<file path="src/rtl/vram_pkg.sv">
// rtl/vram_pkg.sv - shared owner/tag types and default sizes for the VRAM arbiter
package vram_pkg;

  localparam int AW_DEF      = 18;
  localparam int DW_DEF      = 16;
  localparam int RD_LAT_DEF  = 2;
  localparam int VGA_MAX_DEF = 4;

  typedef enum logic {
    OWN_VGA = 1'b0,
    OWN_CPU = 1'b1
  } owner_t;

  typedef struct packed {
    logic   valid;
    owner_t owner;
  } tag_t;

endpackage

</file>
<file path="src/rtl/vram_arbiter_if.sv">
// rtl/vram_arbiter_if.sv - VGA/CPU requester and memory port bundle of the VRAM arbiter
interface vram_arbiter_if import vram_pkg::*; #(
  parameter int AW = AW_DEF,
  parameter int DW = DW_DEF
);

  logic          vga_req;
  logic [AW-1:0] vga_addr;
  logic          vga_gnt;
  logic          vga_rvalid;
  logic [DW-1:0] vga_rdata;

  logic          cpu_req;
  logic          cpu_we;
  logic [AW-1:0] cpu_addr;
  logic [DW-1:0] cpu_wdata;
  logic          cpu_gnt;
  logic          cpu_rvalid;
  logic [DW-1:0] cpu_rdata;

  logic          mem_en;
  logic          mem_we;
  logic [AW-1:0] mem_addr;
  logic [DW-1:0] mem_wdata;
  logic [DW-1:0] mem_rdata;

  modport slave (
    input  vga_req, vga_addr,
    output vga_gnt, vga_rvalid, vga_rdata,
    input  cpu_req, cpu_we, cpu_addr, cpu_wdata,
    output cpu_gnt, cpu_rvalid, cpu_rdata,
    output mem_en, mem_we, mem_addr, mem_wdata,
    input  mem_rdata
  );

  modport master (
    output vga_req, vga_addr,
    input  vga_gnt, vga_rvalid, vga_rdata,
    output cpu_req, cpu_we, cpu_addr, cpu_wdata,
    input  cpu_gnt, cpu_rvalid, cpu_rdata,
    input  mem_en, mem_we, mem_addr, mem_wdata,
    output mem_rdata
  );

endinterface

</file>
<file path="src/rtl/vram_tag_pipe.sv">
// rtl/vram_tag_pipe.sv - shift register carrying {valid, owner} for each issued access
module vram_tag_pipe import vram_pkg::*; #(
  parameter int DEPTH = RD_LAT_DEF + 1
) (
  input  logic clk,
  input  logic rst,
  input  tag_t tag_in,
  output tag_t tag_out
);

  tag_t stages [DEPTH];

  always_ff @(posedge clk or posedge rst) begin
    if (rst) begin
      for (int i = 0; i < DEPTH; i++) stages[i] <= '0;
    end else begin
      stages[0] <= tag_in;
      for (int i = 1; i < DEPTH; i++) stages[i] <= stages[i-1];
    end
  end

  assign tag_out = stages[DEPTH-1];

endmodule

</file>
<file path="src/rtl/vram_arbiter.sv">
// rtl/vram_arbiter.sv - single-port VRAM sharing between VGA scan-out and CPU
// VGA has priority; a starve counter forces a CPU grant after VGA_MAX back-to-back VGA wins.
module vram_arbiter import vram_pkg::*; #(
  parameter int AW      = AW_DEF,
  parameter int DW      = DW_DEF,
  parameter int RD_LAT  = RD_LAT_DEF,
  parameter int VGA_MAX = VGA_MAX_DEF
) (
  input  logic           CLOCK,
  input  logic           rst,
  vram_arbiter_if.slave  bus
);

  localparam logic [3:0] VGA_MAX_C = 4'(VGA_MAX);

  logic          vga_gnt_c;
  logic          cpu_gnt_c;
  logic [3:0]    starve_cnt;

  logic          mem_en_q;
  logic          mem_we_q;
  logic [AW-1:0] mem_addr_q;
  logic [DW-1:0] mem_wdata_q;

  logic          vga_rvalid_q;
  logic          cpu_rvalid_q;
  logic [DW-1:0] vga_rdata_q;
  logic [DW-1:0] cpu_rdata_q;

  tag_t          tag_in;
  tag_t          tag_out;

  // Grants are gated by rst so every output reads 0 while reset is held.
  always_comb begin
    vga_gnt_c = 1'b0;
    cpu_gnt_c = 1'b0;
    if (!rst) begin
      if (bus.vga_req && bus.cpu_req) begin
        if (starve_cnt == VGA_MAX_C) cpu_gnt_c = 1'b1;
        else                         vga_gnt_c = 1'b1;
      end else begin
        vga_gnt_c = bus.vga_req;
        cpu_gnt_c = bus.cpu_req;
      end
    end
  end

  always_ff @(posedge CLOCK or posedge rst) begin
    if (rst) begin
      starve_cnt <= 4'd0;
    end else if (cpu_gnt_c || !bus.cpu_req) begin
      starve_cnt <= 4'd0;
    end else if (vga_gnt_c && starve_cnt != VGA_MAX_C) begin
      starve_cnt <= starve_cnt + 4'd1;
    end
  end

  always_ff @(posedge CLOCK or posedge rst) begin
    if (rst) begin
      mem_en_q    <= 1'b0;
      mem_we_q    <= 1'b0;
      mem_addr_q  <= '0;
      mem_wdata_q <= '0;
    end else begin
      mem_en_q <= vga_gnt_c | cpu_gnt_c;
      mem_we_q <= cpu_gnt_c & bus.cpu_we;
      if (cpu_gnt_c)      mem_addr_q <= bus.cpu_addr;
      else if (vga_gnt_c) mem_addr_q <= bus.vga_addr;
      if (cpu_gnt_c && bus.cpu_we) mem_wdata_q <= bus.cpu_wdata;
    end
  end

  // Writes enter the pipe as bubbles so they never produce an rvalid.
  assign tag_in.valid = vga_gnt_c | (cpu_gnt_c & ~bus.cpu_we);
  assign tag_in.owner = cpu_gnt_c ? OWN_CPU : OWN_VGA;

  vram_tag_pipe #(
    .DEPTH (RD_LAT + 1)
  ) u_tag_pipe (
    .clk     (CLOCK),
    .rst     (rst),
    .tag_in  (tag_in),
    .tag_out (tag_out)
  );

  always_ff @(posedge CLOCK or posedge rst) begin
    if (rst) begin
      vga_rvalid_q <= 1'b0;
      cpu_rvalid_q <= 1'b0;
      vga_rdata_q  <= '0;
      cpu_rdata_q  <= '0;
    end else begin
      vga_rvalid_q <= tag_out.valid && (tag_out.owner == OWN_VGA);
      cpu_rvalid_q <= tag_out.valid && (tag_out.owner == OWN_CPU);
      if (tag_out.valid && tag_out.owner == OWN_VGA) vga_rdata_q <= bus.mem_rdata;
      if (tag_out.valid && tag_out.owner == OWN_CPU) cpu_rdata_q <= bus.mem_rdata;
    end
  end

  assign bus.vga_gnt    = vga_gnt_c;
  assign bus.cpu_gnt    = cpu_gnt_c;
  assign bus.mem_en     = mem_en_q;
  assign bus.mem_we     = mem_we_q;
  assign bus.mem_addr   = mem_addr_q;
  assign bus.mem_wdata  = mem_wdata_q;
  assign bus.vga_rvalid = vga_rvalid_q;
  assign bus.cpu_rvalid = cpu_rvalid_q;
  assign bus.vga_rdata  = vga_rdata_q;
  assign bus.cpu_rdata  = cpu_rdata_q;

endmodule
</file>
<file path="src/flat_wrapper.sv">
// flat-port wrapper written by rule: the top's interface ports become plain ports
module vram_arbiter_flat import vram_pkg::*;
#(
  parameter int AW      = AW_DEF,
  parameter int DW      = DW_DEF,
  parameter int RD_LAT  = RD_LAT_DEF,
  parameter int VGA_MAX = VGA_MAX_DEF
)
  (CLOCK, rst, bus_vga_req, bus_vga_addr, bus_vga_gnt, bus_vga_rvalid, bus_vga_rdata, bus_cpu_req, bus_cpu_we, bus_cpu_addr, bus_cpu_wdata, bus_cpu_gnt, bus_cpu_rvalid, bus_cpu_rdata, bus_mem_en, bus_mem_we, bus_mem_addr, bus_mem_wdata, bus_mem_rdata);
  vram_arbiter_if #(.AW(AW), .DW(DW)) bus_i ();
  input  logic CLOCK;
  input  logic rst;
  input wire logic [$bits(bus_i.vga_req)-1:0] bus_vga_req;
  input wire logic [$bits(bus_i.vga_addr)-1:0] bus_vga_addr;
  output wire logic [$bits(bus_i.vga_gnt)-1:0] bus_vga_gnt;
  output wire logic [$bits(bus_i.vga_rvalid)-1:0] bus_vga_rvalid;
  output wire logic [$bits(bus_i.vga_rdata)-1:0] bus_vga_rdata;
  input wire logic [$bits(bus_i.cpu_req)-1:0] bus_cpu_req;
  input wire logic [$bits(bus_i.cpu_we)-1:0] bus_cpu_we;
  input wire logic [$bits(bus_i.cpu_addr)-1:0] bus_cpu_addr;
  input wire logic [$bits(bus_i.cpu_wdata)-1:0] bus_cpu_wdata;
  output wire logic [$bits(bus_i.cpu_gnt)-1:0] bus_cpu_gnt;
  output wire logic [$bits(bus_i.cpu_rvalid)-1:0] bus_cpu_rvalid;
  output wire logic [$bits(bus_i.cpu_rdata)-1:0] bus_cpu_rdata;
  output wire logic [$bits(bus_i.mem_en)-1:0] bus_mem_en;
  output wire logic [$bits(bus_i.mem_we)-1:0] bus_mem_we;
  output wire logic [$bits(bus_i.mem_addr)-1:0] bus_mem_addr;
  output wire logic [$bits(bus_i.mem_wdata)-1:0] bus_mem_wdata;
  input wire logic [$bits(bus_i.mem_rdata)-1:0] bus_mem_rdata;
  assign bus_i.vga_req = bus_vga_req;
  assign bus_i.vga_addr = bus_vga_addr;
  assign bus_vga_gnt = bus_i.vga_gnt;
  assign bus_vga_rvalid = bus_i.vga_rvalid;
  assign bus_vga_rdata = bus_i.vga_rdata;
  assign bus_i.cpu_req = bus_cpu_req;
  assign bus_i.cpu_we = bus_cpu_we;
  assign bus_i.cpu_addr = bus_cpu_addr;
  assign bus_i.cpu_wdata = bus_cpu_wdata;
  assign bus_cpu_gnt = bus_i.cpu_gnt;
  assign bus_cpu_rvalid = bus_i.cpu_rvalid;
  assign bus_cpu_rdata = bus_i.cpu_rdata;
  assign bus_mem_en = bus_i.mem_en;
  assign bus_mem_we = bus_i.mem_we;
  assign bus_mem_addr = bus_i.mem_addr;
  assign bus_mem_wdata = bus_i.mem_wdata;
  assign bus_i.mem_rdata = bus_mem_rdata;
  vram_arbiter #(.AW(AW), .DW(DW), .RD_LAT(RD_LAT), .VGA_MAX(VGA_MAX)) u_core (.CLOCK(CLOCK), .rst(rst), .bus(bus_i));
endmodule
</file>
<file path="config.mk">
export PLATFORM = sky130hd
export DESIGN_NAME = vram_arbiter_flat
export DESIGN_NICKNAME = d
export VERILOG_FILES = /design/src/rtl/vram_pkg.sv /design/src/rtl/vram_arbiter_if.sv /design/src/rtl/vram_tag_pipe.sv /design/src/rtl/vram_arbiter.sv /design/src/flat_wrapper.sv
export SDC_FILE = /design/constraint.sdc
export NUM_CORES = 1
export LEC_CHECK = 0
export CORE_MARGIN = 2
export CORE_UTILIZATION = 45
export CTS_CLUSTER_SIZE = 24
export DETAILED_ROUTE_END_ITERATION = 6
export HOLD_SLACK_MARGIN = 0.03
export PLACE_DENSITY = 0.95
export RECOVER_POWER = 25
export SLEW_MARGIN = 20
export SYNTH_ARGS = -nofsm -noshare
export SYNTH_HDL_FRONTEND = slang
export SYNTH_SLANG_ARGS = --single-unit
</file>
<file path="constraint.sdc">
create_clock -name CLOCK -period 6.05 [get_ports CLOCK]
set_input_delay 0.9075 -clock CLOCK [delete_from_list [all_inputs] [get_ports CLOCK]]
set_output_delay 0.9075 -clock CLOCK [all_outputs]
set_load 0.1 [all_outputs]
</file>
==> impl_results.md, run 1 <==
- CTS H-tree depth: 3
- Pleak: about 2.1 nW
- Clk_skew: around 0.0084 ns
- Critical path type: in -> out
- Cell row count: 30
- Starting Density: 0.468
- Die ar.: 7840 sq um
- Top post-synthesis cells by area: dfrtp_1 62%, mux2_2 14%, mux2i_1 5.6%, mux2_4 4.2%, o21ai_0 3.3%
- Yosys warnings: 0
- Clk pwr share: 0.196
- Cts bufs inserted: 9
- Mapped Avg Cell Area: 14.0 sq um
- Fillers: 500
- DP Cell Count: 462
- Total wire length: around 7.2 mm
- Reg2reg end: u_core.bus.mem_wdata[13]$_DFFE_PP0P_
- Logic pwr share: 0.489
- Setup TNS: 0 ns
- Hold crit path type: reg -> reg
- Port-buffer cells: 144
- 1st-iter DRT viols: 75
- Final slew viol count: 81
- EDFF count, synth: 0
- Worst slew pin tran: 1.91 ns
- Commonest cells after routing, fill and taps aside: 142 x clkdlybuf4s50_1, 80 x dfrtp_1, 38 x mux2_2
- Sequential power share: 0.315
- Synth Area in Compound Gates: 0.0463
- Commonest non-fill, non-tap cell in the layout: clkdlybuf4s50_1
- First-pass GRT wire length: 11.5 mm
- Pwr Total: 2.15 mW
- Io pins: 145
- Hold path start: u_core.u_tag_pipe.stages[2]$_DFF_PP0_
- Syn nets: 304
- # diodes: 0
- Area grow syn2layout: 53.6%
- Internal power: 1.14 mW
- Fmax: 231 MHz
- CTS root buffer: clkbuf_8
- Avg WL per Cell: 15.1 um
- Largest family of logic cells by synthesized area: multiplexers
- Switch share: 0.471
- XOR/XNOR share of the synthesized area: 0
- Final ANT Viol Nets: 0
- CTS Hold Bufs: 0
- Post-Syn Instances: 229
- Area of the core: 6870 sq um
- DRT Pass-1 Iters: 4
- Vias per cell: 4.80
- Post-DP HPWL: 5.39 mm
- Data required, critical path: 5.14 ns
- Post-synthesis adder-cell area fraction: 0.00778
- CTS tree: yes
- Max-cap viol count: 1
- Hold path depth: 0
- Gr usage total: 0.193
- Synth Register Bits: 80
- Yosys cell types: 30
- Period utilization: 0.714
- FFs w/ async S/R, synth: 1.00
- Gpl congestion: 0.768
- Final worst path period need: 4.32 ns
- Vias in the first global route: 2481
- Multiplexer share of the synthesized area: 0.235
- Hold Fails Final Rpt: 0
- CP startpoint: rst
- Synth Flop Type: dfrtp_1
- Worst setup SP type: input pin
- # DRC: 0
- Worst-path clk slew: 0.07 ns
- CP endpoint kind: output pin
- Final core occ: 0.719
- Peak supply drop: about 0.00027 V
- Part of the Yosys area used for sequential elements: 0.623
- # setup viols final: 0
- Unrepaired setup endpoints after global routing: no
- Reg-to-reg startpoint: u_core.starve_cnt[0]$_DFFE_PP0P_
- Finished Layout Cells: 478
- P_sw: between 1 and 1.5 mW
- Synth Area in Simple Gates: 0.0568
- Die Y: roughly 89 um
- Synth Cell Area: 3220 sq um
- Initial antenna violation count: 0
- Fin nets: 452
- CTS resizes: 0
- Grt total ovfl: 0
- Post-synth top area cell: dfrtp_1
- Via Count: between 2000 and 2500
- Chip Width: 88.5 um
- CP arrival: 3.41 ns
- Worst Hold End: u_core.u_tag_pipe.tag_out[0]$_DFF_PP0_
- Clock sink total: 80
- FF-to-FF path depth: 7
- Failing checks: max-capacitance violations, max-slew violations
- Area of the multi-input gates: 1110 sq um
- Max FO, Critical Path: 40
- Storage cell area: 2000 sq um
- Power Dens Cells: 435 nW/um^2
- Status: complete, but fails checks
- Worst-Skew Late Latency: roughly 0.33 ns
- Slew margin rel.: -0.274
- Post-CTS Setup Repair Bufs: 0
- R2R setup slack: 3.85 ns
- Yosys top cell area share: 0.623
- Clock Tree Buf Depth: 2
- Largest net degree at the start of global routing: 81
- Layout cell share with drive strength beyond 1: 0.178
[per-layer routing]
layer  vias to the layer above  track usage  routed length, um
met3                        15       0.0616                602
met2                       106        0.336               3680
li1                       1081            -                  -
met1                      1093        0.219               2750
met4                         0       0.0813                157
met5                         -            0                  0
[power by group through the flow]
stage | Combinational [mW] | Clock, mW | Sequential [mW]
2_1_floorplan | 0.121 | 0 | 1.35
3_3_place_gp | 1.04 | 0 | 0.683
3_5_place_dp | 1.06 | 0 | 0.687
4_1_cts | 1.06 | 0.435 | 0.678
5_1_grt | 1.08 | 0.458 | 0.687
6_report | 1.05 | 0.421 | 0.677
[layout make-up]
type / instances / area share
clock buffers: 11 / 0.0286
repair buffers: 148 / 0.297
clock inverters: 5 / 0.0162
well taps: 96 / 0.0243
inverters: 6 / 0.00481
multi-input cells: 132 / 0.224
flip-flops and latches: 80 / 0.405
[critical path: stages]
cell             delay (ns)
dlygate4sd3_1          0.64
nand2b_1               0.20
a21oi_1                0.13
buf_4                  0.33
clkdlybuf4s50_1        1.20
[registers in the layout, summed over array words and instances, names as in the netlist]
signal and count:
u_core.bus.cpu_rdata 16, u_core.bus.cpu_rvalid 1, u_core.u_tag_pipe.stages 4, u_core.bus.mem_en 1, u_core.u_tag_pipe.tag_out 2, u_core.bus.mem_we 1
u_core.bus.vga_rvalid 1, u_core.bus.mem_wdata 16, u_core.bus.vga_rdata 16, u_core.bus.mem_addr 18, u_core.starve_cnt 4
[cells in the mapped netlist, types with 2 or more instances]
master / n
mux2_2: 39
mux2_4: 9
nand2_1: 21
buf_4: 2
o21ai_0: 21
ha_1: 2
inv_1: 6
nand3_1: 2
mux2i_1: 18
buf_2: 6
nand2b_1: 2
nor2b_1: 4
dfrtp_1: 80
[worst max path at each step]
stage / end / slack (ns) / cells past startpoint
after detailed placement: bus_cpu_gnt / 1.85 / 5
after floorplan: u_core.starve_cnt[3]$_DFFE_PP0P_ / 2.82 / 4
final: bus_cpu_gnt / 1.73 / 5
after global routing: bus_cpu_gnt / 1.63 / 5
after global placement: bus_cpu_gnt / 1.89 / 5
after CTS: bus_cpu_gnt / 1.84 / 5
[through the flow]
step           instance area [sq um]  hold WS (ns)  setup slack [ns]
2_1_floorplan                   3220         0.331              2.82
3_3_place_gp                    4730         0.332              1.89
3_5_place_dp                    4730         0.336              1.85
4_1_cts                         4950         0.352              1.84
5_1_grt                         4940         0.362              1.63
6_report                        4940         0.350              1.73
[kinds of logic after synthesis]
| logic type | after synthesis |
|---|---|
| compound gates | 27 |
| buf+inv | 17 |
| mux | 66 |
| fa+ha+maj | 2 |
| flops | 80 |
| simple gates | 37 |
No activity file was read; power rests on OpenSTA's default activity.
==> run 2, diff against run 1 <==
Settings changed: CORE_UTILIZATION 45 to 37, PLACE_DENSITY 0.95 to 0.86.
Clock period 6.05 ns to 3.8 ns, I/O delays scaled along.
==> run 2 against run 1 <==
The run still ends with max-capacitance violations, max-slew violations left. Sequential power up 60%. Highest routed layer unchanged. Total power up 60%. Clock skew up 0.0027 ns. Combinational power up 59%. First-iteration DRC count down 41%. Critical path type is now in -> async. Clock power up 65%. Register-to-register slack worse by 2.3 ns. Largest cell class unchanged.
==> impl_results.md, run 2 (same netlist as run 1, synthesis figures left out) <==
- Cell row count: 34 (+13%)
- Worst-path clk slew: 0.08 ns (about the same)
- Setup TNS: 0 ns (unchanged)
- Data required, critical path: 3.85 ns (-1.29 ns)
- CP endpoint kind: asynchronous set/reset pin
- Met2 WL post-DR: 3.72 mm (+1.1%)
- Total wire length: 7.21 mm (+0.15%)
- Max-cap viol count: 1 (unchanged)
- Highest-delay cell along the critical path: clkbuf_1
- Area of the core: 8590 sq um (+25%)
- Power Dens Cells: 692 nW/um^2 (+59%)
- Gpl congestion: 0.813 (+5.8%)
- Cts bufs inserted: 9 (unchanged)
- Uppermost layer routed: met4
- Clock sink total: 80 (unchanged)
- CTS resizes: 0 (unchanged)
- Slew margin rel.: -0.357 (-0.0827)
- Die ar.: 9450 sq um (+21%)
- Fin nets: 452 (unchanged)
- Layout cell share with drive strength beyond 1: 0.194 (+0.0157)
- Die Y: 97.2 um (+9.8%)
- Final Cell Area: 4980 sq um (+0.81%)
- Final worst path period need: 2.71 ns
- Via Count: 2300 (+0.22%)
- Area of the multi-input gates: 1110 sq um (+0.57%)
- Final slew viol count: 41 (-49%)
- First-pass GRT wire length: 12.0 mm (+4.8%)
- Max reg flops: 18 (unchanged)
- Hold crit path type: reg -> reg
- Gr usage total: 0.160 (-0.0326)
- Delay-heaviest family, CP: buffers and inverters
- Worst setup SP type: input pin
- Grt total ovfl: 0 (unchanged)
- CTS tree: yes
- Initial antenna violation count: 0 (unchanged)
- Area grow syn2layout: 54.9%
- CTS Hold Bufs: 0 (unchanged)
- Clock Tree Buf Depth: 2 (unchanged)
- Vias per cell: 4.69 (-2.2%)
- CTS root buffer: clkbuf_8
- Peak supply drop: 0.000254 V (-6.2%)
- Commonest cells after routing, fill and taps aside: 141 x clkdlybuf4s50_1, 80 x dfrtp_1, 39 x mux2_2
- Io pins: 145 (unchanged)
- DRT Pass-1 Iters: 4 (unchanged)
- Worst slew pin tran: 2.03 ns (+0.124 ns)
- Avg WL per Cell: 14.7 um (-2.3%)
- Pleak: 2.16 nW (+0.67%)
- Storage cell area: 2000 sq um (unchanged)
- Post-DP Area: 4750 sq um (+0.53%)
- Post-DP HPWL: 5.50 mm (+2.0%)
- Fillers: 682 (+36%)
- Port-buffer cells: 144 (unchanged)
- M1 WL: 2.82 mm (+2.3%)
- Max FO, Critical Path: 40 (unchanged)
- Largest net degree at the start of global routing: 41 (-49%)
- CP arrival: 2.76 ns (-0.65 ns)
- Fmax: 369 MHz
- Unrepaired setup endpoints after global routing: no
- Chip Width: 97.2 um (+9.8%)
- CTS H-tree depth: 3 (unchanged)
- Vias in the first global route: 2528 (+1.9%)
- 1st-iter DRT viols: 44 (-41%)
- Commonest non-fill, non-tap cell in the layout: clkdlybuf4s50_1
- Worst-Skew Late Latency: 0.34 ns (about the same)
- Final ANT Viol Nets: 0 (unchanged)
- Critical path type: in -> async
- Period utilization: 0.713
- Met3 WL: 594 um (-1.3%)
- Status: complete, but fails checks
- Crit path cell chain: dlygate4sd3_1 > clkinv_2 > clkbuf_1
- Hold Fails Final Rpt: 0 (unchanged)
- Starting Density: 0.374 (-0.0939)
- Critical path buffer and inverter count: 3 (unchanged)
- # diodes: 0 (unchanged)
- # DRC: 0 (unchanged)
- Post-CTS Setup Repair Bufs: 0 (unchanged)
- # setup viols final: 0 (unchanged)
- CP max stage delay: 1.44 ns (+0.24 ns)
- Clk_skew: 0.0112 ns (+0.00272 ns)
- Failing checks: max-capacitance violations, max-slew violations
-- run 2: worst paths after layout --
check / start / to / slack, ns / depth (start not counted)
setup reg to reg: u_core.starve_cnt[0]$_DFFE_PP0P_ / u_core.bus.mem_wdata[12]$_DFFE_PP0P_ / 1.55 / 6
setup / recovery: rst / u_core.bus.mem_wdata[4]$_DFFE_PP0P_ / 1.09 / 3
hold reg to reg: u_core.u_tag_pipe.stages[3]$_DFF_PP0_ / u_core.u_tag_pipe.tag_out[1]$_DFF_PP0_ / 0.35 / 0
min in group asynchronous: rst / u_core.starve_cnt[2]$_DFFE_PP0P_ / 0.92 / 3
hold / removal: u_core.u_tag_pipe.stages[3]$_DFF_PP0_ / u_core.u_tag_pipe.tag_out[1]$_DFF_PP0_ / 0.35 / 0
max in group CLOCK: rst / bus_cpu_gnt / 1.14 / 4
-- run 2: metrics by stage --
| stage | std cells | worst slack [ns] | util | power, mW | hold WS (ns) |
|---|---|---|---|---|---|
| 2_1_floorplan | 229 | 0.910 | - | 2.34 | 0.331 |
| 3_3_place_gp | 474 | 1.17 | 0.553 | 2.75 | 0.332 |
| 3_5_place_dp | 474 | 1.10 | 0.553 | 2.78 | 0.336 |
| 4_1_cts | 490 | 1.21 | 0.580 | 3.49 | 0.348 |
| 5_1_grt | 490 | 0.583 | 0.579 | 3.58 | 0.356 |
| 6_report | 490 | 1.09 | 0.579 | 3.45 | 0.347 |
-- run 2: report_power, final --
part	internal (mW)	total, mW	switching (mW)
Clock	0.390	0.694	0.304
Sequential	0.998	1.08	0.0804
Combinational	0.424	1.67	1.25
-- run 2: area by class of cell --
class	count	share of cell area
Clock buffer	10	0.0276
Clock inverter	6	0.0186
Inverter	6	0.00477
Multi-Input combinational cell	132	0.224
Sequential cell	80	0.402
Tap cell	108	0.0271
Timing Repair Buffer	148	0.296
-- run 2: per-layer routing --
layer / up-vias / track usage
met2: 100 / 0.282
met3: 6 / 0.0683
met5: - / 0
met1: 1118 / 0.175
li1: 1076 / -
met4: 0 / 0.0513
==> run 3, diff against run 2 <==
Clock period 3.8 ns to 2.2 ns, I/O delays scaled along.
==> run 3 against run 2 <==
The flow now finishes without violations. First-iteration DRC count shrank 27%. Routed wire length is 1.5% lower. Sequential cell count is the same. Die area stayed put. Global-route usage is 1.2 points lower. Setup slack worse by 1.0 ns. Register-to-register slack got worse by 1.4 ns. Largest power group unchanged.
==> impl_results.md, run 3 (same netlist as run 1, synthesis figures left out) <==
- Status: completed
- Fillers: 712 (+4.4%)
- Area of the multi-input gates: 1120 sq um (+0.67%)
- CP endpoint kind: output pin
- Worst hold slack: 0.351 ns (+0.00399 ns)
- Die Y: 97.2 um (unchanged)
- Hold crit path type: reg -> reg
- Worst-path clk slew: 0.08 ns (about the same)
- Cell row count: 34 (unchanged)
- R2R setup slack: 0.18 ns (-1.37 ns)
- Total wire length: 7.10 mm (-1.5%)
- P_sw: 2.82 mW (+73%)
- CTS tree: yes
- Power Dens Cells: 1190 nW/um^2 (+72%)
- Worst setup SP type: flip-flop
- Commonest cells after routing, fill and taps aside: 80 x dfrtp_1, 76 x buf_4, 71 x clkdlybuf4s50_1
- Worst-Skew Late Latency: 0.33 ns (about the same)
- Gpl congestion: 0.826 (+1.6%)
- Commonest non-fill, non-tap cell in the layout: dfrtp_1
- Clk_skew: 0.0105 ns (-0.000651 ns)
- Peak supply drop: 0.000510 V (+100%)
- Clk pwr share: 0.201 (about the same)
- Vias per cell: 4.68 (-0.24%)
- Final ANT Viol Nets: 0 (unchanged)
- Pwr Total: 5.85 mW (+70%)
- Internal power: 3.02 mW (+67%)
- Clock Tree Buf Depth: 2 (unchanged)
- Initial antenna violation count: 0 (unchanged)
- 1st-iter DRT viols: 32 (-27%)
- Storage cell area: 2000 sq um (unchanged)
- # DRC: 0 (unchanged)
- Final worst path period need: about 2.1 ns
- Max-cap viol count: 0 (-1)
- Largest net degree at the start of global routing: 60 (+46%)
- CP arrival: 1.78 ns (-0.98 ns)
- Worst Setup EP: bus_cpu_gnt
- Avg WL per Cell: 14.3 um (-3.1%)
- Die ar.: 9450 sq um (unchanged)
- Starting Density: 0.374 (unchanged)
- Critical path type: reg -> out
- Hold Fails Final Rpt: 0 (unchanged)
- CP startpoint: u_core.starve_cnt[0]$_DFFE_PP0P_
- Period utilization: 0.960
- Port-buffer cells: 144 (unchanged)
- Io pins: 145 (unchanged)
- Fmax: ~470 MHz
- CTS root buffer: clkbuf_8
- Finished Layout Cells: 498 (+1.6%)
- Data required, critical path: 1.87 ns (-1.98 ns)
- DP Cell Count: 478 (+0.84%)
- # diodes: 0 (unchanged)
- Switch share: 0.483 (+0.00914)
- Vias in the first global route: 2431 (-3.8%)
- Max reg flops: 18 (unchanged)
- FF-to-FF path depth: 7 (+1)
- Slew margin rel.: 0.243 (+0.599)
- CTS H-tree depth: 3 (unchanged)
- Layout cell share with drive strength beyond 1: 0.385 (+0.191)
- Cts bufs inserted: 9 (unchanged)
- Clock sink total: 80 (unchanged)
- Chip Width: 97.2 um (unchanged)
- Area grow syn2layout: 52.3%
- Sequential power share: 0.320 (+0.007)
- Max FO, Critical Path: 20 (-50%)
- Pleak: 2.28 nW (+5.2%)
- DRT Pass-1 Iters: 4 (unchanged)
- Reg-to-reg startpoint: u_core.starve_cnt[0]$_DFFE_PP0P_
- Area of the core: 8590 sq um (unchanged)
- # setup viols final: 0 (unchanged)
- Via Count: 2332 (+1.4%)
- Grt total ovfl: 0 (unchanged)
- Post-DP HPWL: 5.15 mm (-6.3%)
- CTS Hold Bufs: 0 (unchanged)
- Final slew viol count: 0 (-100%)
- Reg2reg end: u_core.bus.mem_wdata[13]$_DFFE_PP0P_
- Worst slew pin tran: 1.14 ns (-0.899 ns)
- Logic pwr share: 0.480 (-0.006)
- Gr usage total: 0.148 (-0.0125)
- Fin nets: 460 (+1.8%)
- First-pass GRT wire length: 11.4 mm (-5.6%)
## run 3: timing repair
| action | in CTS | in global routing |
|---|---|---|
| endpoints found under the setup margin | 1 | 1 |
| cloned | 0 | 1 |
| gates resized for setup | 0 | 1 |
| hold endpoints to repair | 0 | 0 |
| setup buffers | 0 | 3 |
| pin swaps | 1 | 1 |
## run 3: layout make-up
cell class,instances,area share
tap,108,0.0276
sequential,80,0.409
multi-input combinational,132,0.229
clock inverter,7,0.0194
inverter,6,0.00486
clock buffer,9,0.0253
timing repair buffer,156,0.285
## run 3: metrics by stage
stage	setup TNS (ns)	worst slack, ns	instance area [sq um]	utilization
floorplan	0	0.101	3220	-
global placement	0	0.167	4650	0.541
detailed placement	0	0.118	4650	0.541
CTS	0	0.00558	4870	0.566
global route	-0.0278	-0.0219	4900	0.570
finish	0	0.0880	4900	0.570
## run 3: per-layer routing
metal | routed length [um] | vias up | track usage
li1 | - | 1097 | -
met5 | 0 | - | 0
met1 | 2920 | 1131 | 0.177
met3 | 560 | 7 | 0.0468
met2 | 3550 | 97 | 0.254
met4 | 68 | 0 | 0.0481
## run 3: worst min path at each step
stage                                               start                                     end  slack (ns)  cells past startpoint
floorplan           u_core.u_tag_pipe.stages[4]$_DFF_PP0_   u_core.u_tag_pipe.stages[2]$_DFF_PP0_        0.33                      0
global placement    u_core.u_tag_pipe.stages[2]$_DFF_PP0_  u_core.u_tag_pipe.tag_out[0]$_DFF_PP0_        0.33                      0
detailed placement  u_core.u_tag_pipe.stages[2]$_DFF_PP0_  u_core.u_tag_pipe.tag_out[0]$_DFF_PP0_        0.34                      0
CTS                 u_core.u_tag_pipe.stages[3]$_DFF_PP0_  u_core.u_tag_pipe.tag_out[1]$_DFF_PP0_        0.35                      0
global route        u_core.u_tag_pipe.stages[3]$_DFF_PP0_  u_core.u_tag_pipe.tag_out[1]$_DFF_PP0_        0.36                      0
finish              u_core.u_tag_pipe.stages[3]$_DFF_PP0_  u_core.u_tag_pipe.tag_out[1]$_DFF_PP0_        0.35                      0
## run 3: critical path: stages, from the launching register on
cell	delay, ns
dfrtp_1	0.42
inv_1	0.07
ha_1	0.19
nand3b_1	0.16
a21oi_4	0.24
buf_12	0.18
buf_12	0.18
## run 3: power groups by stage
stage / Combinational, mW / Clock, mW / Sequential [mW]
after floorplan: 0.333 / 0 / 3.71
after global placement: 2.80 / 0 / 1.88
after detailed placement: 2.82 / 0 / 1.89
after CTS: 2.82 / 1.22 / 1.87
after global routing: 2.88 / 1.28 / 1.91
final: 2.81 / 1.17 / 1.87
